File: config.mk
export PLATFORM = sky130hd
export DESIGN_NAME = stopwatch_bcd_flat
export DESIGN_NICKNAME = d
export VERILOG_FILES = /design/src/rtl/stopwatch_bcd_if.sv /design/src/rtl/stopwatch_bcd.sv /design/src/flat_wrapper.sv
export SDC_FILE = /design/constraint.sdc
export NUM_CORES = 1
export LEC_CHECK = 0
export CAP_MARGIN = 20
export CORE_UTILIZATION = 40
export DETAILED_ROUTE_END_ITERATION = 12
export GPL_ROUTABILITY_DRIVEN = 0
export GPL_TIMING_DRIVEN = 0
export SYNTH_ARGS = -nofsm -noshare
export SYNTH_HDL_FRONTEND = slang
export SYNTH_SLANG_ARGS = --single-unit
export TNS_END_PERCENT = 5
File: constraint.sdc
create_clock -name iClk_in -period 2.1 [get_ports iClk_in]
set_clock_uncertainty 0.1 [all_clocks]
set_input_delay 0.525 -clock iClk_in [delete_from_list [all_inputs] [get_ports iClk_in]]
set_output_delay 0.525 -clock iClk_in [all_outputs]
set_load 0.01 [all_outputs]
File: src/rtl/stopwatch_bcd_if.sv
// rtl/stopwatch_bcd_if.sv - button/tick inputs and BCD display outputs of the stopwatch
// Signals:
//   iDivClk, iStartStop, iClear : level inputs; the stopwatch acts on their rising edges
//   oSec_ones, oSec_tens         : BCD seconds digits
//   oMin_ones, oMin_tens         : BCD minutes digits
//   oRun                         : high while counting
//   oWrap                        : one-cycle pulse on 59:59 -> 00:00
// Modports: slave = stopwatch side, master = driver/display side.
interface stopwatch_bcd_if;
  logic       iDivClk;
  logic       iStartStop;
  logic       iClear;
  logic [3:0] oSec_ones;
  logic [3:0] oSec_tens;
  logic [3:0] oMin_ones;
  logic [3:0] oMin_tens;
  logic       oRun;
  logic       oWrap;

  modport slave (
    input  iDivClk, iStartStop, iClear,
    output oSec_ones, oSec_tens, oMin_ones, oMin_tens, oRun, oWrap
  );

  modport master (
    output iDivClk, iStartStop, iClear,
    input  oSec_ones, oSec_tens, oMin_ones, oMin_tens, oRun, oWrap
  );
endinterface

File: src/rtl/stopwatch_bcd.sv
// rtl/stopwatch_bcd.sv - BCD MM:SS stopwatch driven by the divider's slow square wave
// Ports:
//   iClk_in : system clock
//   iRst    : synchronous active-high reset
//   bus     : stopwatch_bcd_if.slave (tick/button inputs, BCD digits, oRun, oWrap)
// Parameter TICKS_PER_SEC (1..255): iDivClk rising edges per one-second step.
module stopwatch_bcd #(
  parameter int TICKS_PER_SEC = 100
) (
  input  logic           iClk_in,
  input  logic           iRst,
  stopwatch_bcd_if.slave bus
);

  typedef enum logic [1:0] {ST_IDLE, ST_RUN, ST_PAUSE} state_t;

  localparam logic [7:0] LP_PRESC_LAST = 8'(TICKS_PER_SEC - 1);

  state_t     r_state;
  state_t     w_next;
  logic       r_div_prev, r_ss_prev, r_clr_prev;
  logic       w_div_edge, w_ss_edge, w_clr_edge;
  logic [7:0] r_presc;
  logic [3:0] r_sec_ones, r_sec_tens, r_min_ones, r_min_tens;
  logic       r_run, r_wrap;
  logic       w_count, w_sec_tick;
  logic       w_c0, w_c1, w_c2, w_wrap;
  logic [3:0] w_sec_ones_n, w_sec_tens_n, w_min_ones_n, w_min_tens_n;

  // Prev registers double as the iClk_in-domain sample of each input.
  always_comb begin
    w_div_edge = bus.iDivClk    & ~r_div_prev;
    w_ss_edge  = bus.iStartStop & ~r_ss_prev;
    w_clr_edge = bus.iClear     & ~r_clr_prev;
  end

  // Clear has priority over start/stop except in IDLE, where clear is a no-op.
  always_comb begin
    w_next = r_state;
    case (r_state)
      ST_IDLE:  if (w_ss_edge) w_next = ST_RUN;
      ST_RUN: begin
        if (w_clr_edge)     w_next = ST_IDLE;
        else if (w_ss_edge) w_next = ST_PAUSE;
      end
      ST_PAUSE: begin
        if (w_clr_edge)     w_next = ST_IDLE;
        else if (w_ss_edge) w_next = ST_RUN;
      end
      default: w_next = ST_IDLE;
    endcase
  end

  // Only ticks seen while already running, with no button edge, are counted;
  // this drops the tick coinciding with a start or stop press.
  always_comb begin
    w_count    = (r_state == ST_RUN) && w_div_edge && !w_ss_edge && !w_clr_edge;
    w_sec_tick = w_count && (r_presc == LP_PRESC_LAST);

    w_c0   = (r_sec_ones == 4'd9);
    w_c1   = w_c0 && (r_sec_tens == 4'd5);
    w_c2   = w_c1 && (r_min_ones == 4'd9);
    w_wrap = w_sec_tick && w_c2 && (r_min_tens == 4'd5);

    w_sec_ones_n = w_c0 ? 4'd0 : r_sec_ones + 4'd1;
    w_sec_tens_n = r_sec_tens;
    w_min_ones_n = r_min_ones;
    w_min_tens_n = r_min_tens;
    if (w_c0) w_sec_tens_n = (r_sec_tens == 4'd5) ? 4'd0 : r_sec_tens + 4'd1;
    if (w_c1) w_min_ones_n = (r_min_ones == 4'd9) ? 4'd0 : r_min_ones + 4'd1;
    if (w_c2) w_min_tens_n = (r_min_tens == 4'd5) ? 4'd0 : r_min_tens + 4'd1;
  end

  always_ff @(posedge iClk_in) begin
    if (iRst) begin
      r_state    <= ST_IDLE;
      // Loading 1 hides an input that is already high when reset releases.
      r_div_prev <= 1'b1;
      r_ss_prev  <= 1'b1;
      r_clr_prev <= 1'b1;
      r_presc    <= 8'd0;
      r_sec_ones <= 4'd0;
      r_sec_tens <= 4'd0;
      r_min_ones <= 4'd0;
      r_min_tens <= 4'd0;
      r_run      <= 1'b0;
      r_wrap     <= 1'b0;
    end else begin
      r_state    <= w_next;
      r_div_prev <= bus.iDivClk;
      r_ss_prev  <= bus.iStartStop;
      r_clr_prev <= bus.iClear;
      r_run      <= (w_next == ST_RUN);
      r_wrap     <= w_wrap;
      if (w_next == ST_IDLE) begin
        r_presc    <= 8'd0;
        r_sec_ones <= 4'd0;
        r_sec_tens <= 4'd0;
        r_min_ones <= 4'd0;
        r_min_tens <= 4'd0;
      end else if (w_count) begin
        if (w_sec_tick) begin
          r_presc    <= 8'd0;
          r_sec_ones <= w_sec_ones_n;
          r_sec_tens <= w_sec_tens_n;
          r_min_ones <= w_min_ones_n;
          r_min_tens <= w_min_tens_n;
        end else begin
          r_presc <= r_presc + 8'd1;
        end
      end
    end
  end

  assign bus.oSec_ones = r_sec_ones;
  assign bus.oSec_tens = r_sec_tens;
  assign bus.oMin_ones = r_min_ones;
  assign bus.oMin_tens = r_min_tens;
  assign bus.oRun      = r_run;
  assign bus.oWrap     = r_wrap;

endmodule

File: src/flat_wrapper.sv
// flat-port wrapper written by rule: the top's interface ports become plain ports
module stopwatch_bcd_flat 
#(
  parameter int TICKS_PER_SEC = 100
)
  (iClk_in, iRst, bus_iDivClk, bus_iStartStop, bus_iClear, bus_oSec_ones, bus_oSec_tens, bus_oMin_ones, bus_oMin_tens, bus_oRun, bus_oWrap);
  stopwatch_bcd_if bus_i ();
  input  logic iClk_in;
  input  logic iRst;
  input wire logic [$bits(bus_i.iDivClk)-1:0] bus_iDivClk;
  input wire logic [$bits(bus_i.iStartStop)-1:0] bus_iStartStop;
  input wire logic [$bits(bus_i.iClear)-1:0] bus_iClear;
  output wire logic [$bits(bus_i.oSec_ones)-1:0] bus_oSec_ones;
  output wire logic [$bits(bus_i.oSec_tens)-1:0] bus_oSec_tens;
  output wire logic [$bits(bus_i.oMin_ones)-1:0] bus_oMin_ones;
  output wire logic [$bits(bus_i.oMin_tens)-1:0] bus_oMin_tens;
  output wire logic [$bits(bus_i.oRun)-1:0] bus_oRun;
  output wire logic [$bits(bus_i.oWrap)-1:0] bus_oWrap;
  assign bus_i.iDivClk = bus_iDivClk;
  assign bus_i.iStartStop = bus_iStartStop;
  assign bus_i.iClear = bus_iClear;
  assign bus_oSec_ones = bus_i.oSec_ones;
  assign bus_oSec_tens = bus_i.oSec_tens;
  assign bus_oMin_ones = bus_i.oMin_ones;
  assign bus_oMin_tens = bus_i.oMin_tens;
  assign bus_oRun = bus_i.oRun;
  assign bus_oWrap = bus_i.oWrap;
  stopwatch_bcd #(.TICKS_PER_SEC(TICKS_PER_SEC)) u_core (.iClk_in(iClk_in), .iRst(iRst), .bus(bus_i));
endmodule
==> out/metrics.yaml <==
outcome:
  status: "complete, but fails checks"
  violations: "setup timing"
critical_path:
  critPathBufInv: 2
  cp_slowest_cell: "or4b_1"
  worstSetupPathType: "input pin to flop"
  required_ps: 2270
  path_delay_family: "simple AND/OR/NAND/NOR gates"
  cp-end-kind: "flop"
  crit_chain: "clkdlybuf4s50_1, nand2b_4, nand3_4, or3_1, buf_6, or4b_1, a21oi_1"
  startpoint_type: "input pin"
  path_depth: 7
  r2r_cells: 7
  arrival_ps: 2380
  crit_fanout: 7
  critPathMaxStageDelay_ps: 490
flow_run:
  max_cap_viol_count: 0
timing:
  setup_slack_ps: -109
  fmax_mhz: 453
  worst_slew_pin_slew_ps: 593
  relSlewSlack_pct: 60.1
  setup_viol: 3
  rsz0062_at_grt: "yes"
  min_period_ps: 2210
  finalHoldViolations: 0
  finalCritPeriodShare_pct: 105
  slew_violations: 0
pwr:
  power_frac_seq_pct: 62.9
  peakVddDrop_v: 0.000376
  internal_power_uw: 736
  comb_power_share_pct: 5.5
  power_density_nw_per_um2: 485
  p_leak_uw: 0.000643
  p_sw_share_pct: 22.5
  clockPowerShare_pct: 31.6
  p_switching_uw: 214
clock_tree:
  clk_pin_slew_ps: 90
  clk_latency_ps: 330
  clock_sinks: 31
  clk_path_buf_depth: 2
  cts_tree: "built"
  root_buffer: "clkbuf_4"
  htreeDepth: 2
  cts_buffers: 5
final_layout:
  layout-drive-gt1-share_pct: 19.7
  final_cell_mix: "dfxtp_1, nor2_1, clkdlybuf4s50_1"
  fin_util_pct: 57.4
  fin_area_sq_um: 1960
  finalNonFillerCells: 254
  num-nets-final: 215
  final_common_cell: "dfxtp_1"
  areaGrowthSynthToFinish_pct: 34.6
  num_antenna_cells: 0
die:
  ios: 23
  core_area_sq_um: 3420
  dieArea_sq_um: 3890
  dieWidth_um: 62.3
  die_y_um: 62.3
  start_util_pct: 42.6
  rows: 21
routing:
  dr.pass1.iters: 4
  routed_wl_um: 3290
  num_vias: 1365
  via_per_inst: 5.37
  ant_nets: 0
  drt_iter0_drc: 51
  drcViolationCount: 0
  detail_route.wl_per_cell_um: 13.0
synth:
  synth_area_per_cell_sq_um: 8.62
  syn-num-nets: 175
  ys_types: 41
  syn_area_sq_um: 1460
  synth_seq_cells: 31
  syn_inst: 169
  yosysSeqAreaShare_pct: 42.6
  yosysWarnings: 0
grt:
  grt_pass1_vias: 1291
  grt_max_degree: 11
  grt_overflow: 0
  antenna_found_initial: 0
  grt_pass1_wl_um: 5600
  grt_usage_pct: 18.4
placed_design:
  port_buffers: 21
  dp.cells: 236
  dp_hpwl_um: 2250
  placed_cell_area_sq_um: 1750
  dp_slack_ps: -639
hold_path:
  holdPathStages: 2
  hp-class: "input pin to flop"
worst paths after layout:
kind,start,endpoint,slack (ps)
max,bus_iClear,u_core.bus.oMin_tens[1]$_SDFFE_PP0P_,-110
min,bus_iDivClk,u_core.r_div_prev$_SDFF_PP1_,310
max reg2reg,u_core.r_presc[1]$_SDFFE_PP0P_,u_core.bus.oMin_tens[1]$_SDFFE_PP0P_,-100
min reg2reg,u_core.bus.oMin_ones[3]$_SDFFE_PP0P_,u_core.bus.oMin_ones[3]$_SDFFE_PP0P_,400
cells in the mapped netlist:
| library cell | instances | area [sq um] |
|---|---|---|
| nor2b_1 | 7 | 43.8 |
| and4bb_2 | 3 | 37.5 |
| a21oi_1 | 10 | 50.1 |
| ha_1 | 1 | 12.5 |
| nor3_1 | 4 | 20.0 |
| or4_1 | 2 | 15.0 |
| or3b_2 | 1 | 8.76 |
| o21a_1 | 1 | 7.51 |
| mux2i_1 | 1 | 10.0 |
| o41ai_1 | 1 | 8.76 |
| dfxtp_1 | 31 | 621 |
| or2_2 | 3 | 18.8 |
| nor4_1 | 6 | 37.5 |
| a211oi_1 | 2 | 15.0 |
| nand3_1 | 6 | 30.0 |
| nand4b_1 | 4 | 35.0 |
| nor2_1 | 19 | 71.3 |
| nor4b_1 | 1 | 8.76 |
| or4b_1 | 1 | 10.0 |
| xor2_1 | 5 | 43.8 |
| and3_1 | 3 | 18.8 |
| or3_1 | 4 | 25.0 |
| and2_1 | 1 | 6.26 |
| nand2_1 | 12 | 45.0 |
| nand4bb_1 | 1 | 11.3 |
| or2_1 | 1 | 6.26 |
| a41o_1 | 1 | 10.0 |
| clkbuf_1 | 5 | 18.8 |
| inv_1 | 2 | 7.51 |
| o21ai_0 | 6 | 30.0 |
| nand3b_1 | 1 | 7.51 |
| buf_2 | 2 | 10.0 |
| nand2b_1 | 5 | 31.3 |
| a22oi_1 | 1 | 7.51 |
| o311ai_0 | 1 | 8.76 |
| xnor2_1 | 6 | 52.6 |
| nor3b_1 | 1 | 7.51 |
| a31oi_1 | 2 | 12.5 |
| nand4_1 | 2 | 12.5 |
| o21bai_1 | 1 | 7.51 |
| o31ai_1 | 2 | 15.0 |
per-layer routing:
metal  global-route usage, %  wire length, um
met5                       0                0
met4                    6.40               51
met3                    5.70              119
met2                    33.9             1730
met1                    19.7             1390
layout make-up:
| type | instances | area, sq um |
|---|---|---|
| plain buffers | 6 | 32.5 |
| well taps | 46 | 57.6 |
| clock buffers | 6 | 41.3 |
| repair buffers | 34 | 313 |
| inverters | 2 | 7.51 |
| multi-input cells | 129 | 885 |
| flip-flops and latches | 31 | 624 |
| fillers | 336 | 1460 |
power by group through the flow:
stage | sequential [uW] | combinational, uW | clock [uW]
final | 598 | 52.2 | 300
after global routing | 600 | 57.6 | 347
after CTS | 598 | 48.2 | 313
after detailed placement | 611 | 46.1 | 0
after global placement | 611 | 45.4 | 0
after floorplan | 611 | 28.1 | 0
flip-flops by register name, summed over array words and instances, names as in the netlist:
register / flops
u_core.bus.oMin_ones: 4
u_core.bus.oMin_tens: 4
u_core.bus.oRun: 1
u_core.bus.oSec_ones: 4
u_core.bus.oSec_tens: 4
u_core.bus.oWrap: 1
u_core.r_clr_prev: 1
u_core.r_div_prev: 1
u_core.r_presc: 8
u_core.r_ss_prev: 1
u_core.r_state: 2
cells by family after synthesis:
logic type | share of synthesized area (%)
fa+ha+maj | 0.859
xor+xnor | 6.61
compound gates | 11.9
flops | 42.6
mux | 0.687
buf+inv | 2.49
simple gates | 34.9
worst reg2reg max path: stages (launching register included):
cell and delay [ps]:
dfxtp_2 360, ha_4 140, nand4b_1 160, nand4bb_4 280, or3_1 330, buf_6 140
or4b_1 490, a21oi_1 140
timing repair:
item | 4_1_cts | 5_1_grt
endpoints found under the setup margin | 9 | 10
setup buffers | 5 | 8
pin swaps | 5 | 7
gates resized for setup | 6 | 14
hold buffers | 0 | 0
stage by stage:
| stage | TNS [ps] | hold WS, ps | power [uW] |
|---|---|---|---|
| 2_1_floorplan | -80.4 | 406 | 639 |
| 3_5_place_dp | -9090 | 401 | 657 |
| 3_3_place_gp | -8660 | 391 | 656 |
| 5_1_grt | -585 | 328 | 1000 |
| 6_report | -209 | 311 | 950 |
| 4_1_cts | -707 | 414 | 959 |
(Power assumes the default switching activity.)
